==> src/rtl/mem_loader.sv <==
// -----------------------------------------------------------------------------
// mem_loader
//
// Purpose:
//   Receives a byte stream framed as
//     SYNC_BYTE, ADDR_LO, ADDR_HI, LEN_LO, LEN_HI, DATA[0..LEN-1], CHECKSUM
//   and writes each data byte to consecutive memory locations, starting at
//   the given address. The checksum is the XOR of all data bytes. If it
//   does not match, a sticky error flag is set.
//
// Ports:
//   clk        system clock; all state changes on the rising edge
//   rst        asynchronous active-high reset
//   in_valid   upstream byte available
//   in_data    upstream byte
//   in_ready   byte accepted when in_valid && in_ready at a rising clk
//   mem_we     memory write enable (registered, high only in WRITE)
//   mem_addr   memory address (registered)
//   mem_wdata  memory write data (registered); drive onto the bus only
//              while mem_we=1
//   busy       a frame is in progress; keeps the CPU off the memory bus
//   done       one-cycle pulse when a frame finishes
//   error      checksum mismatch; sticky until the next accepted SYNC_BYTE
//
// ADDR_WIDTH must lie in 9..16. The 16-bit header address is truncated to
// ADDR_WIDTH bits.
// -----------------------------------------------------------------------------
module mem_loader #(
    parameter logic [7:0]  SYNC_BYTE  = 8'hA5,
    parameter int unsigned ADDR_WIDTH = 15
) (
    input  logic                  clk,
    input  logic                  rst,
    input  logic                  in_valid,
    input  logic [7:0]            in_data,
    output logic                  in_ready,
    output logic                  mem_we,
    output logic [ADDR_WIDTH-1:0] mem_addr,
    output logic [7:0]            mem_wdata,
    output logic                  busy,
    output logic                  done,
    output logic                  error
);

    typedef enum logic [3:0] {
        StIdle,
        StAddrLo,
        StAddrHi,
        StLenLo,
        StLenHi,
        StData,
        StWrite,
        StCheck,
        StFinish
    } state_e;

    state_e                state_q, state_d;
    logic [ADDR_WIDTH-1:0] addr_q, addr_d;
    logic [15:0]           count_q, count_d;
    logic [7:0]            csum_q, csum_d;
    logic [7:0]            wdata_q, wdata_d;
    logic                  we_q, we_d;
    logic                  busy_q, busy_d;
    logic                  done_q, done_d;
    logic                  error_q, error_d;

    logic                  accept;

    assign accept = in_valid && in_ready;

    // -------------------------------------------------------------------------
    // State and datapath registers
    // -------------------------------------------------------------------------
    always_ff @(posedge clk or posedge rst) begin
        if (rst) begin
            state_q <= StIdle;
            addr_q  <= '0;
            count_q <= '0;
            csum_q  <= '0;
            wdata_q <= '0;
            we_q    <= 1'b0;
            busy_q  <= 1'b0;
            done_q  <= 1'b0;
            error_q <= 1'b0;
        end else begin
            state_q <= state_d;
            addr_q  <= addr_d;
            count_q <= count_d;
            csum_q  <= csum_d;
            wdata_q <= wdata_d;
            we_q    <= we_d;
            busy_q  <= busy_d;
            done_q  <= done_d;
            error_q <= error_d;
        end
    end

    // -------------------------------------------------------------------------
    // Next-state logic
    // -------------------------------------------------------------------------
    always_comb begin
        state_d = state_q;
        unique case (state_q)
            StIdle: begin
                if (accept && (in_data == SYNC_BYTE)) begin
                    state_d = StAddrLo;
                end
            end
            StAddrLo: begin
                if (accept) state_d = StAddrHi;
            end
            StAddrHi: begin
                if (accept) state_d = StLenLo;
            end
            StLenLo: begin
                if (accept) state_d = StLenHi;
            end
            StLenHi: begin
                if (accept) begin
                    state_d = ({in_data, count_q[7:0]} == 16'd0) ? StCheck : StData;
                end
            end
            StData: begin
                if (accept) state_d = StWrite;
            end
            StWrite: begin
                // count_q still holds the value before this write's decrement
                state_d = (count_q == 16'd1) ? StCheck : StData;
            end
            StCheck: begin
                if (accept) state_d = StFinish;
            end
            StFinish: begin
                state_d = StIdle;
            end
            default: begin
                state_d = StIdle;
            end
        endcase
    end

    // -------------------------------------------------------------------------
    // Datapath next-state: address, length, checksum, write data, error
    // -------------------------------------------------------------------------
    always_comb begin
        addr_d  = addr_q;
        count_d = count_q;
        csum_d  = csum_q;
        wdata_d = wdata_q;
        error_d = error_q;
        unique case (state_q)
            StIdle: begin
                if (accept && (in_data == SYNC_BYTE)) begin
                    csum_d  = 8'h00;
                    error_d = 1'b0;
                end
            end
            StAddrLo: begin
                if (accept) begin
                    addr_d      = '0;
                    addr_d[7:0] = in_data;
                end
            end
            StAddrHi: begin
                // Header address bits above ADDR_WIDTH-1 are dropped
                if (accept) begin
                    addr_d[ADDR_WIDTH-1:8] = in_data[ADDR_WIDTH-9:0];
                end
            end
            StLenLo: begin
                if (accept) count_d[7:0] = in_data;
            end
            StLenHi: begin
                if (accept) count_d[15:8] = in_data;
            end
            StData: begin
                if (accept) begin
                    wdata_d = in_data;
                    csum_d  = csum_q ^ in_data;
                end
            end
            StWrite: begin
                // Address wraps naturally from all-ones to zero
                addr_d  = addr_q + 1'b1;
                count_d = count_q - 16'd1;
            end
            StCheck: begin
                if (accept && (in_data != csum_q)) begin
                    error_d = 1'b1;
                end
            end
            StFinish: begin
            end
            default: begin
            end
        endcase
    end

    // -------------------------------------------------------------------------
    // Output logic. in_ready decodes the current state. The strobes are
    // registered from the next state, so they line up with the state they
    // describe without a combinational path to the outputs.
    // -------------------------------------------------------------------------
    always_comb begin
        in_ready = 1'b0;
        unique case (state_q)
            StIdle, StAddrLo, StAddrHi, StLenLo, StLenHi, StData, StCheck: begin
                in_ready = 1'b1;
            end
            StWrite, StFinish: begin
                in_ready = 1'b0;
            end
            default: begin
                in_ready = 1'b0;
            end
        endcase

        we_d   = (state_d == StWrite);
        busy_d = (state_d != StIdle);
        done_d = (state_d == StFinish);
    end

    assign mem_we    = we_q;
    assign mem_addr  = addr_q;
    assign mem_wdata = wdata_q;
    assign busy      = busy_q;
    assign done      = done_q;
    assign error     = error_q;

endmodule

==> config.mk <==
export PLATFORM = sky130hd
export DESIGN_NAME = mem_loader
export DESIGN_NICKNAME = d
export VERILOG_FILES = /design/src/rtl/mem_loader.sv
export SDC_FILE = /design/constraint.sdc
export NUM_CORES = 1
export LEC_CHECK = 0
export BUFFER_PORTS_ARGS = -buffer_cell sky130_fd_sc_hd__buf_2
export CORE_UTILIZATION = 30
export CTS_CLUSTER_SIZE = 16
export DETAILED_ROUTE_END_ITERATION = 8
export GPL_TIMING_DRIVEN = 0
export PLACE_DENSITY = 0.58
export SLEW_MARGIN = 20
export SYNTH_ARGS = -nofsm -noshare
export SYNTH_HDL_FRONTEND = slang
export SYNTH_SLANG_ARGS = --single-unit
==> constraint.sdc <==
create_clock -name clk -period 4.6 [get_ports clk]
set_input_delay 0 -clock clk [delete_from_list [all_inputs] [get_ports clk]]
set_output_delay 0 -clock clk [all_outputs]
set_load 0.03 [all_outputs]
==> results of run 1 <==
stage by stage:
step	instance area, um2	std cells	power, mW	util
floorplan	3300	390	1.63	-
finish	3720	564	2.20	0.354
detailed placement	3620	555	1.93	0.345
global route	3720	564	2.36	0.354
CTS	3720	564	2.20	0.354
global placement	3610	555	1.90	0.344
layer usage:
layer	track usage	vias up	wire, um
met2	0.261	98	4290
met3	0.0237	10	405
met5	0	-	0
li1	-	1489	-
met4	0.0352	0	117
met1	0.241	1529	4530
final cells by class:
cell class,count,area [um2],share of cell area
buffer,31,131,0.0353
clock buffer,5,68.8,0.0185
clock inverter,3,15.0,0.00403
inverter,11,43.8,0.0118
multi-input combinational,293,1760,0.473
sequential,55,1380,0.370
tap,136,170,0.0457
timing repair buffer,30,155,0.0417
synthesized netlist by cell type (4+ instances only):
| master | n |
|---|---|
| or2_2 | 7 |
| nor3_1 | 11 |
| a21oi_1 | 15 |
| nor3b_1 | 4 |
| a22oi_1 | 10 |
| xnor2_1 | 9 |
| a31oi_1 | 4 |
| buf_2 | 5 |
| ha_1 | 4 |
| nor2b_1 | 7 |
| dfrtp_1 | 55 |
| o211ai_1 | 6 |
| nor4_1 | 6 |
| nand4_1 | 9 |
| inv_1 | 10 |
| nand2b_1 | 7 |
| nor2_1 | 39 |
| a311oi_1 | 5 |
| a211oi_1 | 6 |
| nand3_1 | 11 |
| o22ai_1 | 4 |
| nand2_1 | 53 |
| buf_1 | 4 |
| clkbuf_1 | 20 |
| o21ai_0 | 27 |
cells by family (layout without fill, tap and decap cells):
logic type | count (synthesis) | count (layout)
xor+xnor | 11 | 11
mux | 3 | 3
compound gates | 101 | 101
flops | 55 | 55
simple gates | 174 | 174
buf+inv | 42 | 80
fa+ha+maj | 4 | 4
registers in the layout, indices dropped and copies added (netlist names):
register   flops
done           1
mem_we         1
mem_wdata      8
count_q       16
busy           1
mem_addr      15
state_q        4
csum_q         8
error          1
placed cells by master, fill, tap and decap left out, types with 3 or more instances in the layout:
| master | Yosys | final |
|---|---|---|
| mux2i_1 | 3 | 3 |
| xnor2_1 | 9 | 9 |
| nand4_1 | 9 | 9 |
| dfrtp_1 | 55 | 55 |
| o22ai_1 | 4 | 4 |
| nand3_1 | 11 | 11 |
| clkinv_2 | 0 | 3 |
| buf_2 | 5 | 34 |
| nor3b_1 | 4 | 4 |
| or2_2 | 7 | 7 |
| nand2b_1 | 7 | 7 |
| o32ai_1 | 3 | 3 |
| nor4_1 | 6 | 6 |
| buf_1 | 4 | 4 |
| or3b_2 | 3 | 3 |
| inv_1 | 10 | 9 |
| ha_1 | 4 | 4 |
| a311oi_1 | 5 | 5 |
| clkbuf_1 | 20 | 20 |
| nor3_1 | 11 | 10 |
| o221ai_1 | 3 | 3 |
| nand2_1 | 53 | 53 |
| a31oi_1 | 4 | 4 |
| a21oi_1 | 15 | 15 |
| o21ai_0 | 27 | 27 |
| a211oi_1 | 6 | 6 |
| a22oi_1 | 10 | 10 |
| nor2_1 | 39 | 39 |
| o211ai_1 | 6 | 6 |
| nor2b_1 | 7 | 7 |
| and4_1 | 3 | 3 |
| clkbuf_8 | 0 | 5 |
final timing paths:
check | startpoint | endpoint | cells after the start
worst max-delay path | state_q[2]$_DFF_PP0_ | count_q[5]$_DFFE_PP0P_ | 7
worst min-delay path | in_valid | state_q[2]$_DFF_PP0_ | 4
worst max register to register | state_q[2]$_DFF_PP0_ | count_q[5]$_DFFE_PP0P_ | 7
worst min register to register | mem_wdata[1]$_DFFE_PP0P_ | mem_wdata[1]$_DFFE_PP0P_ | 2
max in group asynchronous | rst | mem_addr[5]$_DFFE_PP0P_ | 3
min in group asynchronous | rst | mem_wdata[1]$_DFFE_PP0P_ | 3
power groups by stage:
stage / logic, mW / clock network (mW) / registers [mW]
after CTS: 1.04 / 0.276 / 0.887
after global routing: 1.15 / 0.292 / 0.922
after global placement: 1.02 / 0 / 0.886
final: 1.04 / 0.269 / 0.892
after detailed placement: 1.03 / 0 / 0.893
after floorplan: 0.616 / 0 / 1.01
timing repair:
item | CTS | global route
hold buffers | 1 | 0
hold endpoints to repair | 55 | 0
buffers inserted | 0 | 0
critical path: stages (launching register included):
cell,delay [ns]
dfrtp_1,0.41
buf_2,0.25
nor4bb_1,0.29
clkbuf_1,0.39
clkbuf_1,0.43
o41ai_1,0.15
a21oi_1,0.18
a311oi_1,0.06
==> impl_metrics.py, run 1 <==
metrics = {
    "power": {
        "leakage_nw": 1.47,
        "p_int_mw": 1.15,
        "clockPowerShare": 0.122,
        "p_comb_frac": 0.473,
        "swShare": 0.477,
        "vdd_ir_drop_max_mv": 0.230,
        "sequentialPowerShare": 0.405,
        "power_density_mw_per_mm2": 592,
        "p_sw_mw": 1.05,
    },
    "finish": {
        "layout-drive-gt1-share": 0.150,
        "final.fill_count": 1099,
        "nets": 442,
        "area_growth_pct": 12.8,
        "insertedDiodeCount": 0,
    },
    "global_routing": {
        "antenna_found_initial": 0,
        "overflow": 0,
        "grt_pass1_wl_um": 15000,
        "grt_start_max_net_pins": 56,
        "grt_usage": 0.166,
        "grt_pass1_vias": 2908,
    },
    "setup_path": {
        "worstPathArrival_ns": 2.47,
        "crit_path_end_kind": "flop",
        "r2r_setup_slack_ns": 2.30,
        "crit_path_start_kind": "flop",
        "crit_required_ns": 4.77,
        "path_max_fanout": 10,
        "path_class": "reg2reg",
    },
    "sta": {
        "whs_ns": 0.124,
        "setup_violations": 0,
        "period_needed_ns": 2.30,
        "fmax_mhz": 434,
        "hold_violations": 0,
        "rsz0062_at_grt": "no",
        "tns_ns": 0,
        "worstMarginPinSlew_ns": 0.984,
        "max_slew_margin": 0.338,
        "fin_crit_sh": 0.501,
        "finalWorstSetupSlack_ns": 2.30,
        "skew_ns": 0.00763,
        "maxSlewViolCount": 0,
    },
    "placement": {
        "dp_hpwl_um": 6280,
        "post-place-ws_ns": 2.11,
        "portBuffers": 29,
        "gp_congestion": 0.840,
    },
    "clock_network": {
        "htreeDepth": 2,
        "clock_latency_ns": 0.30,
        "clkSinkCount": 55,
        "cts_tree": "yes",
        "cts-resized-gates": 0,
        "cts-root-buf": "clkbuf_8",
        "cts_buffers": 5,
        "path_clk_slew_ns": 0.10,
        "clockBufferDepth": 2,
    },
    "synth": {
        "synthFlopType": "dfrtp_1",
        "ys_types": 58,
        "synth-simple-area-share": 0.269,
        "postSynthAreaPerCell_um2": 8.46,
        "yosysTopAreaCell": "dfrtp_1",
        "yosys-top-cells-area": "dfrtp_1 (42%), nand2_1 (6.0%), nor2_1 (4.4%), o21ai_0 (4.1%), xnor2_1 (2.4%)",
        "synth_compound_area_frac": 0.208,
        "yosysSeqAreaShare": 0.417,
        "synth_fp_nets": 405,
        "synthAdderAreaFrac": 0.0152,
        "synth_top_family_by_area": "simple AND/OR/NAND/NOR gates",
        "synth_warnings": 0,
        "syn-cell-area_mm2": 0.00330,
        "ys_seq_elements": 55,
        "synth_edf_count": 0,
        "synth_top_cell_area_share": 0.417,
        "synth_xor_xnor_area_share": 0.0292,
        "syn-instance-count": 390,
        "synthMuxAreaShare": 0.00910,
        "postSynth.asyncResetShare": 1.00,
    },
    "status": {
        "status": "finished clean",
    },
    "route": {
        "vias_per_cell": 5.54,
        "ant_nets": 0,
        "wire_per_inst_um": 16.6,
        "drc": 0,
        "drtIter0Drc": 198,
        "firstDrtPassIters": 5,
        "drt-total-wl_um": 9340,
        "via_count": 3126,
    },
    "hold_path": {
        "hp-class": "in2reg",
    },
    "floorplanning": {
        "row_count": 37,
        "dieHeight_um": 107,
        "dieWidth_um": 107,
        "dieArea_mm2": 0.0114,
        "coreArea_mm2": 0.0105,
        "start_util": 0.314,
        "ios": 39,
    },
    "flow_run": {
        "maxCapViolations": 0,
    },
}
(Power assumes the default switching activity.)
==> run 2: changes to the inputs <==
PLACE_DENSITY = 0.59   (was 0.58)
clock period = 2.1 ns   (was 4.6 ns; I/O delays follow)
==> run 2 against run 1 <==
Worst setup slack worse by 2.3 ns. Sequential share of layout area down 1.2 points. Die area unchanged. Critical endpoint is now count_q[15]$_DFFE_PP0P_. Clock-buffer cell count unchanged. Cell area up 3.7%. Non-clock buffer count up 4. Combinational power up 130%. Critical path type unchanged. Final cell count up 0.71%. Clock power rose to 2.8 times the previous value. Sequential power up 120%. Register-to-register slack worse by 2.3 ns.
==> impl_metrics.py, run 2 (synthesis results as in run 1) <==
metrics = {
    "global_routing": {
        "globalRouteMet3Util": 0.0255,
        "grt_usage": 0.170,
        "grt_start_max_net_pins": 56,
        "overflow": 0,
        "top_usage_layer": "met2",
        "antenna_found_initial": 0,
        "grt_pass1_vias": 3017,
        "grt_use_met1": 0.240,
        "grt_pass1_wl_um": 15400,
        "grt_use_met2": 0.276,
    },
    "finish": {
        "insertedDiodeCount": 0,
        "fin_area_mm2": 0.00386,
        "nets": 446,
        "area_growth_pct": 17.0,
        "largest-register": "count_q",
        "final_cell_mix": "nand2_1 (53), dfrtp_1 (52), nor2_1 (39)",
        "layout_commonest_cell": "nand2_1",
        "layout-drive-gt1-share": 0.197,
        "largest_reg_flops": 16,
        "final.fill_count": 1072,
    },
    "power": {
        "power_mw": 5.13,
        "vdd_ir_drop_max_mv": 0.583,
        "leakage_nw": 1.53,
        "power_density_mw_per_mm2": 1330,
    },
    "sta": {
        "hold_violations": 0,
        "maxSlewViolCount": 0,
        "rsz0062_at_grt": "yes",
        "setup_violations": 0,
        "worstMarginPinSlew_ns": 0.718,
        "skew_ns": 0.00775,
        "fin_crit_sh": 0.994,
        "max_slew_margin": 0.522,
        "period_needed_ns": 2.09,
        "fmax_mhz": 479,
        "whs_ns": 0.120,
    },
    "clock_network": {
        "path_clk_slew_ns": 0.11,
        "clkSinkCount": 55,
        "htreeDepth": 2,
        "clockBufferDepth": 2,
        "cts_buffers": 5,
        "clock_latency_ns": 0.32,
        "cts_tree": "yes",
        "cts-root-buf": "clkbuf_8",
    },
    "setup_path": {
        "path_cells": "or4_4 > or4b_4 > o211ai_1 > o311ai_1",
        "r2r-end": "count_q[15]$_DFFE_PP0P_",
        "cpPeakStageDelay_ns": 0.58,
        "startpoint": "count_q[3]$_DFFE_PP0P_",
        "path_class": "reg2reg",
        "crit_path_end": "count_q[15]$_DFFE_PP0P_",
        "crit_path_end_kind": "flop",
        "reg2reg_depth": 4,
        "reg2reg_from": "count_q[3]$_DFFE_PP0P_",
        "r2r_setup_slack_ns": 0.01,
        "path_max_fanout": 7,
        "worstPathArrival_ns": 2.28,
        "crit_slowest_cell": "or4_4",
        "crit_path_start_kind": "flop",
        "crit_required_ns": 2.30,
    },
    "floorplanning": {
        "dieWidth_um": 107,
        "ios": 39,
        "start_util": 0.314,
        "dieArea_mm2": 0.0114,
        "dieHeight_um": 107,
        "row_count": 37,
        "coreArea_mm2": 0.0105,
    },
    "placement": {
        "placed_area_mm2": 0.00363,
        "gp_congestion": 0.858,
        "portBuffers": 29,
        "dp_hpwl_um": 6220,
    },
    "hold_path": {
        "hold_start": "in_valid",
        "hp-class": "in2reg",
    },
    "route": {
        "drtIter0Drc": 245,
        "firstDrtPassIters": 5,
        "ant_nets": 0,
        "drt-total-wl_um": 9460,
        "vias_per_cell": 5.60,
        "drc": 0,
        "via_count": 3178,
        "wire_per_inst_um": 16.7,
    },
    "status": {
        "status": "finished clean",
    },
    "flow_run": {
        "maxCapViolations": 0,
    },
}
==> run 2: cell count changes in the layout (fill, tap and decap cells not counted), sizes merged <==
| cell | change |
|---|---|
| clkinv | -3 |
| bufinv | +1 |
| clkinvlp | +1 |
| clkbuf | +2 |
| buf | +2 |
| inv | +1 |
==> run 2: stage by stage <==
step                utilization  worst slack, ns  std cells  TNS (ns)
floorplan                     -           0.0269        390         0
finish                    0.367           0.0126        568         0
global route              0.367          -0.0252        568   -0.0543
CTS                       0.361          0.00744        565         0
global placement          0.344           -0.344        555     -5.48
detailed placement        0.345           -0.391        555     -5.18
==> run 2: worst max-delay path: cells and delay by family, from the launching register on <==
| family | cells | cell delay [ns] |
|---|---|---|
| compound gates | 2 | 0.34 |
| flops | 1 | 0.48 |
| simple gates | 2 | 1.15 |
==> run 2: where the power goes <==
part	total (mW)	switching, mW	internal [mW]
sequential	1.97	0.487	1.49
clock	0.749	0.387	0.362
combinational	2.41	1.52	0.886
total	5.13	2.39	2.74
==> run 2: cell type report <==
class / count / area (um2) / area share
Multi-Input combinational cell: 293 / 1810 / 0.470
Sequential cell: 55 / 1380 / 0.358
Timing Repair Buffer: 34 / 185 / 0.0480
Tap cell: 136 / 170 / 0.0441
Buffer: 31 / 145 / 0.0376
Clock buffer: 5 / 68.8 / 0.0178
Clock inverter: 3 / 47.5 / 0.0123
Inverter: 11 / 47.5 / 0.0123
==> run 2: metal layers <==
| metal | vias to the layer above | wire length [um] |
|---|---|---|
| met5 | - | 0 |
| met4 | 0 | 91 |
| met3 | 14 | 494 |
| met2 | 117 | 4480 |
| met1 | 1545 | 4400 |
| li1 | 1502 | - |
==> run 2: worst min-delay path by stage <==
stage,slack (ns),to,depth (start not counted)
4_1_cts,0.11,mem_wdata[7]$_DFFE_PP0P_,3
6_report,0.12,state_q[2]$_DFF_PP0_,4
3_5_place_dp,0.16,mem_we$_DFF_PP0_,2
3_3_place_gp,0.43,state_q[2]$_DFF_PP0_,4
5_1_grt,0.14,state_q[2]$_DFF_PP0_,4
2_1_floorplan,0.32,mem_wdata[7]$_DFFE_PP0P_,3
==> run 2: timing repair <==
| item | CTS | global route |
|---|---|---|
| setup endpoints to repair | 34 | 22 |
| pin swaps | 1 | 3 |
| buffers inserted | 1 | 3 |
| endpoints found under the hold margin | 55 | 0 |
| gates resized for setup | 13 | 13 |
| hold buffers | 1 | 0 |
==> run 3: changes to the inputs <==
ABC_AREA = 1   (was default)
BUFFER_PORTS_ARGS = default   (was -buffer_cell sky130_fd_sc_hd__buf_2)
DONT_BUFFER_PORTS = 1   (was default)
PLACE_DENSITY = 0.56   (was 0.59)
==> run 3 against run 2 <==
Core utilization shrank 1.6 points. Fmax rose by 11%. Clock power is 32% higher. Largest cell class unchanged.
==> impl_metrics.py, run 3 <==
metrics = {
    "power": {
        "leakage_nw": 1.96,
        "vdd_ir_drop_max_mv": 0.604,
        "power_density_mw_per_mm2": 1450,
    },
    "hold_path": {
        "hold_end": "count_q[6]$_DFFE_PP0P_",
        "hold_depth": 2,
        "hp-class": "in2reg",
        "hold_start": "in_valid",
    },
    "setup_path": {
        "r2r-end": "mem_addr[14]$_DFFE_PP0P_",
        "crit_path_start_kind": "flop",
        "worstPathArrival_ns": 2.07,
        "crit_path_end_kind": "flop",
        "crit_required_ns": 2.29,
        "reg2reg_depth": 8,
        "reg2reg_from": "mem_addr[0]$_DFFE_PP0P_",
        "r2r_setup_slack_ns": 0.22,
        "path_max_fanout": 5,
        "path_class": "reg2reg",
    },
    "clock_network": {
        "htreeDepth": 2,
        "clockBufferDepth": 2,
        "cts_buffers": 5,
        "cts-root-buf": "clkbuf_16",
        "clkSinkCount": 55,
        "cts_tree": "yes",
        "clock_latency_ns": 0.30,
        "cts-resized-gates": 0,
        "path_clk_slew_ns": 0.07,
    },
    "global_routing": {
        "overflow": 0,
        "grt_usage": 0.172,
        "grt_pass1_vias": 3253,
        "antenna_found_initial": 0,
        "grt_start_max_net_pins": 56,
        "grt_pass1_wl_um": 16700,
    },
    "finish": {
        "largest_reg_flops": 16,
        "layout-drive-gt1-share": 0.118,
        "nets": 515,
        "fin_area_mm2": 0.00402,
        "largest-register": "count_q",
        "insertedDiodeCount": 0,
        "layout_commonest_cell": "nand2_1",
        "final_cell_mix": "nand2_1 (103), nor2_1 (75), inv_1 (63)",
        "area_growth_pct": 14.0,
    },
    "placement": {
        "portBuffers": 0,
        "placed_area_mm2": 0.00374,
        "gp_congestion": 0.903,
        "dp_hpwl_um": 7400,
    },
    "sta": {
        "max_slew_margin": 0.670,
        "period_needed_ns": 1.88,
        "fmax_mhz": 532,
        "hold_violations": 0,
        "setup_violations": 0,
        "fin_crit_sh": 0.896,
        "worstMarginPinSlew_ns": 0.495,
        "tns_ns": 0,
        "skew_ns": 0.00387,
        "maxSlewViolCount": 0,
        "rsz0062_at_grt": "no",
    },
    "route": {
        "firstDrtPassIters": 4,
        "vias_per_cell": 5.03,
        "drt-total-wl_um": 9880,
        "drc": 0,
        "drtIter0Drc": 200,
        "ant_nets": 0,
        "via_count": 3238,
        "wire_per_inst_um": 15.3,
    },
    "synth": {
        "yosys-top-cells-area": "dfrtp_1 (39%), nand2_1 (11%), nor2_1 (8.0%), nand3_1 (7.9%), inv_1 (6.8%)",
        "synth_edf_count": 0,
        "synth_fp_nets": 496,
        "synth_top_cell_area_share": 0.390,
        "ys_seq_elements": 55,
        "syn-cell-area_mm2": 0.00353,
        "postSynthAreaPerCell_um2": 7.34,
        "postSynth.asyncResetShare": 1.00,
        "synth_warnings": 0,
        "syn-instance-count": 481,
        "synthFlopType": "dfrtp_1",
        "ys_top_cells_by_count": "nand2_1 (103), nor2_1 (75), inv_1 (64)",
        "yosysMostFrequentCell": "nand2_1",
        "yosysSeqAreaShare": 0.390,
        "ys_types": 33,
        "yosysTopAreaCell": "dfrtp_1",
    },
    "floorplanning": {
        "coreArea_mm2": 0.0115,
        "dieArea_mm2": 0.0122,
        "dieHeight_um": 110,
        "start_util": 0.308,
        "row_count": 39,
        "dieWidth_um": 110,
        "ios": 39,
    },
    "status": {
        "status": "finished clean",
    },
    "flow_run": {
        "maxCapViolations": 0,
    },
}
run 3: how the worst max path moves through the flow:
stage / slack [ns] / from / to / depth (start not counted)
after floorplan: 0.52 / mem_addr[0]$_DFFE_PP0P_ / mem_addr[14]$_DFFE_PP0P_ / 8
after global placement: 0.008 / rst / state_q[1]$_DFF_PP0_ / 1
after detailed placement: 0.22 / mem_addr[0]$_DFFE_PP0P_ / mem_addr[14]$_DFFE_PP0P_ / 8
after CTS: 0.23 / mem_addr[0]$_DFFE_PP0P_ / mem_addr[14]$_DFFE_PP0P_ / 8
after global routing: 0.02 / mem_addr[0]$_DFFE_PP0P_ / mem_addr[10]$_DFFE_PP0P_ / 7
final: 0.22 / mem_addr[0]$_DFFE_PP0P_ / mem_addr[14]$_DFFE_PP0P_ / 8
run 3: worst max-delay path, stage by stage, from the launching register on:
cell and delay (ns):
dfrtp_1 0.61, ha_1 0.26, nand3_1 0.12, nor2_1 0.24
nand2_1 0.16, nor2_1 0.15, nand3_1 0.08, nand3_1 0.08
a21oi_1 0.06
run 3: repair_timing:
| item | CTS | global route |
|---|---|---|
| hold endpoints to repair | 79 | 0 |
| setup buffers | 0 | 0 |
| hold buffers | 11 | 0 |
run 3: final cells by class:
cell class                 count  area [um2]
clock inverter                 2        35.0
tap                          143         179
multi-input combinational    347        1820
clock buffer                   6         139
timing repair buffer          12         138
buffer                         6        48.8
fill                        1200        7440
inverter                      73         284
sequential                    55        1380
run 3: routing by layer:
metal	track usage	up-vias	share of wire
met5	0	-	0
met4	0.0782	0	0.036
met3	0.0296	22	0.037
met2	0.287	73	0.50
met1	0.215	1550	0.43
li1	-	1593	-
run 3: cell families after synthesis:
kind of cell             after synthesis  synth area share
AND/OR/NAND/NOR                      270             0.362
buffers and inverters                 79            0.0935
flip-flops                            55             0.390
adder cells (fa/ha/maj)                4            0.0142
XOR/XNOR                              10            0.0248
AO/OA/AOI/OAI                         63             0.116
run 3: power breakdown:
part | switching, mW | total [mW] | internal [mW]
combinational | 1.50 | 2.34 | 0.844
clock | 0.395 | 0.989 | 0.594
sequential | 0.984 | 2.51 | 1.52
run 3: through the flow:
step	hold slack [ns]	total power [mW]	std cells	setup slack, ns	utilization
6_report	0.0359	5.84	644	0.219	0.351
5_1_grt	0.0532	6.32	644	0.0186	0.351
4_1_cts	0.0296	5.87	644	0.230	0.351
3_3_place_gp	0.198	4.76	624	0.00835	0.324
3_5_place_dp	-0.0395	4.84	625	0.224	0.326
2_1_floorplan	0.179	4.24	481	0.521	-
